[src/rtl/timer_periph_if.sv]
// CPU data-bus view of the interval timer: load/store strobes, address/data, decode hit and IRQ.
interface timer_periph_if;
  logic        mem_read;
  logic        mem_write;
  logic [31:0] address;
  logic [31:0] write_data;
  logic [31:0] read_data;
  logic        hit;
  logic        irq;

  modport master (
    output mem_read, mem_write, address, write_data,
    input  read_data, hit, irq
  );

  modport slave (
    input  mem_read, mem_write, address, write_data,
    output read_data, hit, irq
  );
endinterface

[src/rtl/timer_periph.sv]
// Memory-mapped interval timer (TH/TL/TCON/SYSTICK) with level IRQ on the CPU data bus.
// Optional prescaler compiled in with macro TIMER_PRESCALER_EN.
module timer_periph #(
  parameter logic [31:0] BASE_ADDR = 32'h4000_0000,
  parameter int unsigned PRESCALE  = 100
) (
  input  logic          clk,
  input  logic          reset,
  timer_periph_if.slave bus
);
  localparam logic [31:0] ADDR_TH      = BASE_ADDR;
  localparam logic [31:0] ADDR_TL      = BASE_ADDR + 32'h0000_0004;
  localparam logic [31:0] ADDR_TCON    = BASE_ADDR + 32'h0000_0008;
  localparam logic [31:0] ADDR_SYSTICK = BASE_ADDR + 32'h0000_000C;
  localparam logic [31:0] TL_MAX       = 32'hFFFF_FFFF;

  if ((PRESCALE < 32'd1) || (PRESCALE > 32'd65535)) begin : g_prescale_range
    $error("timer_periph: PRESCALE must be in 1..65535");
  end

  logic [31:0] th_r;
  logic [31:0] tl_r;
  logic [31:0] systick_r;
  logic        en_r;
  logic        ie_r;
  logic        st_r;

  logic        sel_th_s;
  logic        sel_tl_s;
  logic        sel_tcon_s;
  logic        sel_systick_s;
  logic        hit_s;
  logic [31:0] reg_data_s;
  logic [31:0] read_data_s;
  logic        wr_th_s;
  logic        wr_tl_s;
  logic        wr_tcon_s;
  logic        tick_s;
  logic        count_s;
  logic        ovf_s;

  // Exact-address decode and zero-latency read mux
  always_comb begin
    sel_th_s      = 1'b0;
    sel_tl_s      = 1'b0;
    sel_tcon_s    = 1'b0;
    sel_systick_s = 1'b0;
    reg_data_s    = 32'h0000_0000;
    case (bus.address)
      ADDR_TH:      begin sel_th_s      = 1'b1; reg_data_s = th_r; end
      ADDR_TL:      begin sel_tl_s      = 1'b1; reg_data_s = tl_r; end
      ADDR_TCON:    begin sel_tcon_s    = 1'b1; reg_data_s = {29'h0, st_r, ie_r, en_r}; end
      ADDR_SYSTICK: begin sel_systick_s = 1'b1; reg_data_s = systick_r; end
      default:      begin reg_data_s    = 32'h0000_0000; end
    endcase
    hit_s = sel_th_s | sel_tl_s | sel_tcon_s | sel_systick_s;
    if (bus.mem_read && hit_s) begin
      read_data_s = reg_data_s;
    end else begin
      read_data_s = 32'h0000_0000;
    end
  end

  assign wr_th_s   = bus.mem_write & sel_th_s;
  assign wr_tl_s   = bus.mem_write & sel_tl_s;
  assign wr_tcon_s = bus.mem_write & sel_tcon_s;

`ifdef TIMER_PRESCALER_EN
  localparam logic [15:0] PC_LAST = 16'(PRESCALE - 32'd1);
  logic [15:0] pc_r;

  // Prescale counter: runs while enabled, restarts on any TCON write
  always_ff @(posedge clk or negedge reset) begin
    if (!reset) begin
      pc_r <= 16'h0000;
    end else if (wr_tcon_s) begin
      pc_r <= 16'h0000;
    end else if (en_r) begin
      pc_r <= (pc_r == PC_LAST) ? 16'h0000 : pc_r + 16'h0001;
    end else begin
      pc_r <= pc_r;
    end
  end

  assign tick_s = (pc_r == PC_LAST);
`else
  assign tick_s = 1'b1;
`endif

  assign count_s = en_r & tick_s;
  assign ovf_s   = count_s & (tl_r == TL_MAX);

  // Reload register
  always_ff @(posedge clk or negedge reset) begin
    if (!reset) begin
      th_r <= 32'h0000_0000;
    end else if (wr_th_s) begin
      th_r <= bus.write_data;
    end else begin
      th_r <= th_r;
    end
  end

  // Counter: a bus write beats the overflow reload, which uses the pre-edge TH
  always_ff @(posedge clk or negedge reset) begin
    if (!reset) begin
      tl_r <= 32'h0000_0000;
    end else if (wr_tl_s) begin
      tl_r <= bus.write_data;
    end else if (ovf_s) begin
      tl_r <= th_r;
    end else if (count_s) begin
      tl_r <= tl_r + 32'h0000_0001;
    end else begin
      tl_r <= tl_r;
    end
  end

  // Control/status: an overflow set wins over a software clear so no interrupt is lost
  always_ff @(posedge clk or negedge reset) begin
    if (!reset) begin
      en_r <= 1'b0;
      ie_r <= 1'b0;
      st_r <= 1'b0;
    end else begin
      if (wr_tcon_s) begin
        en_r <= bus.write_data[0];
        ie_r <= bus.write_data[1];
      end else begin
        en_r <= en_r;
        ie_r <= ie_r;
      end
      if (ovf_s && ie_r) begin
        st_r <= 1'b1;
      end else if (wr_tcon_s) begin
        st_r <= bus.write_data[2];
      end else begin
        st_r <= st_r;
      end
    end
  end

  // Free-running systick, not writable
  always_ff @(posedge clk or negedge reset) begin
    if (!reset) begin
      systick_r <= 32'h0000_0000;
    end else begin
      systick_r <= systick_r + 32'h0000_0001;
    end
  end

  assign bus.read_data = read_data_s;
  assign bus.hit       = hit_s;
  assign bus.irq       = ie_r & st_r;
endmodule

[src/flat_wrapper.sv]
// flat-port wrapper written by rule: the top's interface ports become plain ports
module timer_periph_flat 
#(
  parameter logic [31:0] BASE_ADDR = 32'h4000_0000,
  parameter int unsigned PRESCALE  = 100
)
  (clk, reset, bus_mem_read, bus_mem_write, bus_address, bus_write_data, bus_read_data, bus_hit, bus_irq);
  timer_periph_if bus_i ();
  input  logic clk;
  input  logic reset;
  input wire logic [$bits(bus_i.mem_read)-1:0] bus_mem_read;
  input wire logic [$bits(bus_i.mem_write)-1:0] bus_mem_write;
  input wire logic [$bits(bus_i.address)-1:0] bus_address;
  input wire logic [$bits(bus_i.write_data)-1:0] bus_write_data;
  output wire logic [$bits(bus_i.read_data)-1:0] bus_read_data;
  output wire logic [$bits(bus_i.hit)-1:0] bus_hit;
  output wire logic [$bits(bus_i.irq)-1:0] bus_irq;
  assign bus_i.mem_read = bus_mem_read;
  assign bus_i.mem_write = bus_mem_write;
  assign bus_i.address = bus_address;
  assign bus_i.write_data = bus_write_data;
  assign bus_read_data = bus_i.read_data;
  assign bus_hit = bus_i.hit;
  assign bus_irq = bus_i.irq;
  timer_periph #(.BASE_ADDR(BASE_ADDR), .PRESCALE(PRESCALE)) u_core (.clk(clk), .reset(reset), .bus(bus_i));
endmodule
[config.mk]
export PLATFORM = sky130hd
export DESIGN_NAME = timer_periph_flat
export DESIGN_NICKNAME = d
export VERILOG_FILES = /design/src/rtl/timer_periph_if.sv /design/src/rtl/timer_periph.sv /design/src/flat_wrapper.sv
export SDC_FILE = /design/constraint.sdc
export NUM_CORES = 1
export LEC_CHECK = 0
export CAP_MARGIN = 15
export CORE_MARGIN = 4
export CORE_UTILIZATION = 35
export CTS_CLUSTER_SIZE = 40
export DETAILED_ROUTE_END_ITERATION = 10
export PLACE_DENSITY = 0.65
export SLEW_MARGIN = 5
export SYNTH_ARGS = -nofsm -noshare
export SYNTH_HDL_FRONTEND = slang
export SYNTH_SLANG_ARGS = --single-unit
[constraint.sdc]
create_clock -name clk -period 2.8 [get_ports clk]
set_input_delay 0.28 -clock clk [delete_from_list [all_inputs] [get_ports clk]]
set_output_delay 0.28 -clock clk [all_outputs]
set_load 0.02 [all_outputs]
==> metrics, run 1 <==
result of the run finished, violations left; violated checks hold timing; # nets final 792; ratio of total power to cell area 391 mW/mm^2; number of antenna violations at the first check in global routing 0; drt total wl 16.5 mm; vias per std cell 5.50; Final Util 0.462; Worst Tran Pin Value 0.778 ns; Slew HR 0.477; cell accounting for the most synthesized area sky130_fd_sc_hd__dfrtp_1; DR pass1 iterations 5; mapped cell area 0.00581 sq mm; timing-limited maximum frequency 378 MHz; most frequently used cell type in the post-synthesis netlist sky130_fd_sc_hd__dfrtp_1; first-pass GRT wire length 26.2 mm; vias in the first global route 5,001; die footprint 0.0187 sq mm; Max Cap Violations 0; category of the worst setup path launch point primary input; fraction of power consumed by sequential logic 0.493; clock-pin slew on the worst setup and hold paths 0.06 ns; type of destination of the critical path primary output; layout filler cell count 1,536; CTS Buffer Depth 2; HPWL after detailed placement 12.3 mm; share of the synthesized area in the top cell type 0.426; net switching share of the total power 0.226; unrepaired setup endpoints after global routing false; Placer Congestion 0.868; total count of hold-check failures in the final report 5; total net switching power 0.000655 W; fraction of final layout cells with drive strength greater than 1 0.106; global route total overflow 0; met3 global-route usage 0.0301; number of vias after detailed routing 5,183; Main synth FF type sky130_fd_sc_hd__dfrtp_1; count of input and output buffers 101; WL per Instance 17.5 um; sequential fraction of the synthesis area 0.426; largest fanout of any net on the critical path 29; Leakage 3.06 nW; data arrival time of the worst path 2.36 ns; Area growth, synth to finish 27.7%; Mapped Cells 630; global route hottest layer met2; CTS Buf Count 9; post-detailed-route count of antenna-violating nets 0; post-CTS setup buffer count 0; combinational cell fraction of total power 0.080; leading cell types by count after synthesis 99 x sky130_fd_sc_hd__dfrtp_1, 92 x sky130_fd_sc_hd__nor2_1, 58 x sky130_fd_sc_hd__a21oi_1; post-detailed-route DRC marker count 0; internal cell power 0.00225 W; accumulated negative setup slack 0 ns; DRT iter0 DRCs 331; Rows 46; largest net degree at the start of global routing 57; number of enable flip-flop cells after synthesis 0; worst endpoint required time 2.52 ns; GR Util met2 0.286; Setup Viol. Count Final 0; buffer type at the clock tree root sky130_fd_sc_hd__clkbuf_16; most area-consuming cells after synthesis sky130_fd_sc_hd__dfrtp_1 43%, sky130_fd_sc_hd__mux2_2 6.4%, sky130_fd_sc_hd__nor2_1 5.9%, sky130_fd_sc_hd__mux2i_1 5.9%, sky130_fd_sc_hd__a21oi_1 5.0%; final hold slack -0.00491 ns; worst min-delay path category in2async; TritonCTS clock tree done; hold bufs inserted after CTS 0; worst-case vdd ir drop 0.000311 V; GR Util All Layers 0.179; Min Clock Period, post-route 2.64 ns; H-tree levels 3; setup skew after layout 0.00754 ns; clock network latency to the later pin of the worst-skew pair 0.36 ns; count of state elements after synthesis 99; post-synth net total 700; max-slew violation count 0; I/O pins 102; Clock power frac 0.427; antenna diode count 0; mean cell area of the mapped netlist 9.22 sq um; async set or reset register ratio after synthesis 1.00; worst setup path class in2out; CTS sink count 99; Initial Utilization 0.362; Resized Gates After CTS 0; crit share post-route 0.944; warning count from the yosys run 0; vertical die dimension 137 um; Unique masters post-synth 52; core area 0.0161 sq mm; grt met1 use 0.246; Die W 137 um
[logic make-up after synthesis]
family / Yosys count / synth area share
AOI/OAI and AO/OA: 118 / 0.124
xor gates and xnor gates: 38 / 0.0573
adders and majority gates: 2 / 0.00431
buffers and inverters: 47 / 0.0330
DFF: 99 / 0.426
muxes: 70 / 0.134
and+or+nand+nor: 256 / 0.221
[power groups by stage]
stage	Clock (W)	Sequential (W)	Combinational (W)
after floorplan	0	0.00146	0.0000677
after global placement	0	0.00146	0.000233
after detailed placement	0	0.00146	0.000234
after CTS	0.00126	0.00143	0.000235
after global routing	0.00132	0.00143	0.000253
final	0.00124	0.00143	0.000233
[cells in the final DEF, fill, tap and decap left out, drive strengths merged, types with 12 or more instances in the layout]
cell type,count
a21oi,58
and3,16
and4,12
buf,22
clkbuf,12
clkdlybuf4s50,99
dfrtp,99
mux2,33
mux2i,34
nand2,49
nand3,31
nand4,21
nor2,92
nor4,12
o21ai,12
xnor2,29
[sequential cells by signal, summed over array words and instances (netlist names)]
register,flops
u_core.th_r,32
u_core.tl_r,32
u_core.st_r,1
u_core.systick_r,32
u_core.count_s,1
u_core.ie_r,1
[per-stage QoR]
step | power, W | hold WS (ns) | cell area [sq um] | cells | worst slack, ns
finish | 0.00290 | -0.00491 | 7420 | 943 | 0.157
global route | 0.00300 | 0.0574 | 7420 | 943 | 0.0187
CTS | 0.00293 | 0.00751 | 7420 | 943 | 0.118
detailed placement | 0.00169 | 0.386 | 7130 | 927 | 0.113
global placement | 0.00169 | 0.386 | 7130 | 927 | 0.145
floorplan | 0.00152 | -0.0156 | 5810 | 630 | 0.475
[layout make-up]
type,instances,area [sq um],share of cell area
multi-input cells,484,3160,0.425
flip-flops and latches,99,2480,0.334
repair buffers,121,1200,0.162
well taps,216,270,0.0364
clock buffers,12,236,0.0319
clock inverters,4,51.3,0.00691
inverters,7,26.3,0.00354
[path summary, 6_finish.rpt]
kind | start | to | slack, ns | depth (start not counted)
max | bus_address[25] | bus_read_data[29] | 0.16 | 8
min | reset | u_core.systick_r[27] | -0.005 | 1
max reg2reg | u_core.tl_r[1] | u_core.tl_r[27] | 0.30 | 8
min reg2reg | u_core.systick_r[31] | u_core.systick_r[31] | 0.49 | 1
max in group asynchronous | reset | u_core.tl_r[13] | 2.10 | 2
min in group clk | u_core.systick_r[31] | u_core.systick_r[31] | 0.49 | 1
[worst max-delay path, cell delays in order]
cell	delay, ns
sky130_fd_sc_hd__clkdlybuf4s50_1	0.40
sky130_fd_sc_hd__nor4b_1	0.34
sky130_fd_sc_hd__nand4_1	0.13
sky130_fd_sc_hd__nor2_1	0.15
sky130_fd_sc_hd__nand2_1	0.08
sky130_fd_sc_hd__buf_4	0.22
sky130_fd_sc_hd__nor2_1	0.14
sky130_fd_sc_hd__clkdlybuf4s50_1	0.62
[metal layers]
| metal | part of all wire | vias to the layer above | routed length (um) |
|---|---|---|---|
| li1 | - | 2454 | - |
| met1 | 0.45 | 2555 | 7500 |
| met2 | 0.47 | 149 | 7760 |
| met3 | 0.058 | 25 | 961 |
| met4 | 0.018 | 0 | 299 |
| met5 | 0 | - | 0 |
No activity file was read; power rests on OpenSTA's default activity.
==> inputs of run 2 (changes only) <==
--- a/config.mk
+++ b/config.mk
@@ -5,6 +5,7 @@
 export SDC_FILE = /design/constraint.sdc
 export NUM_CORES = 1
 export LEC_CHECK = 0
+export ABC_CLOCK_PERIOD_IN_PS = 2800
 export CAP_MARGIN = 15
 export CORE_MARGIN = 4
 export CORE_UTILIZATION = 35
==> results of run 2 <==
Same layout as run 1: the final DEF is identical, and so are final timing and power.
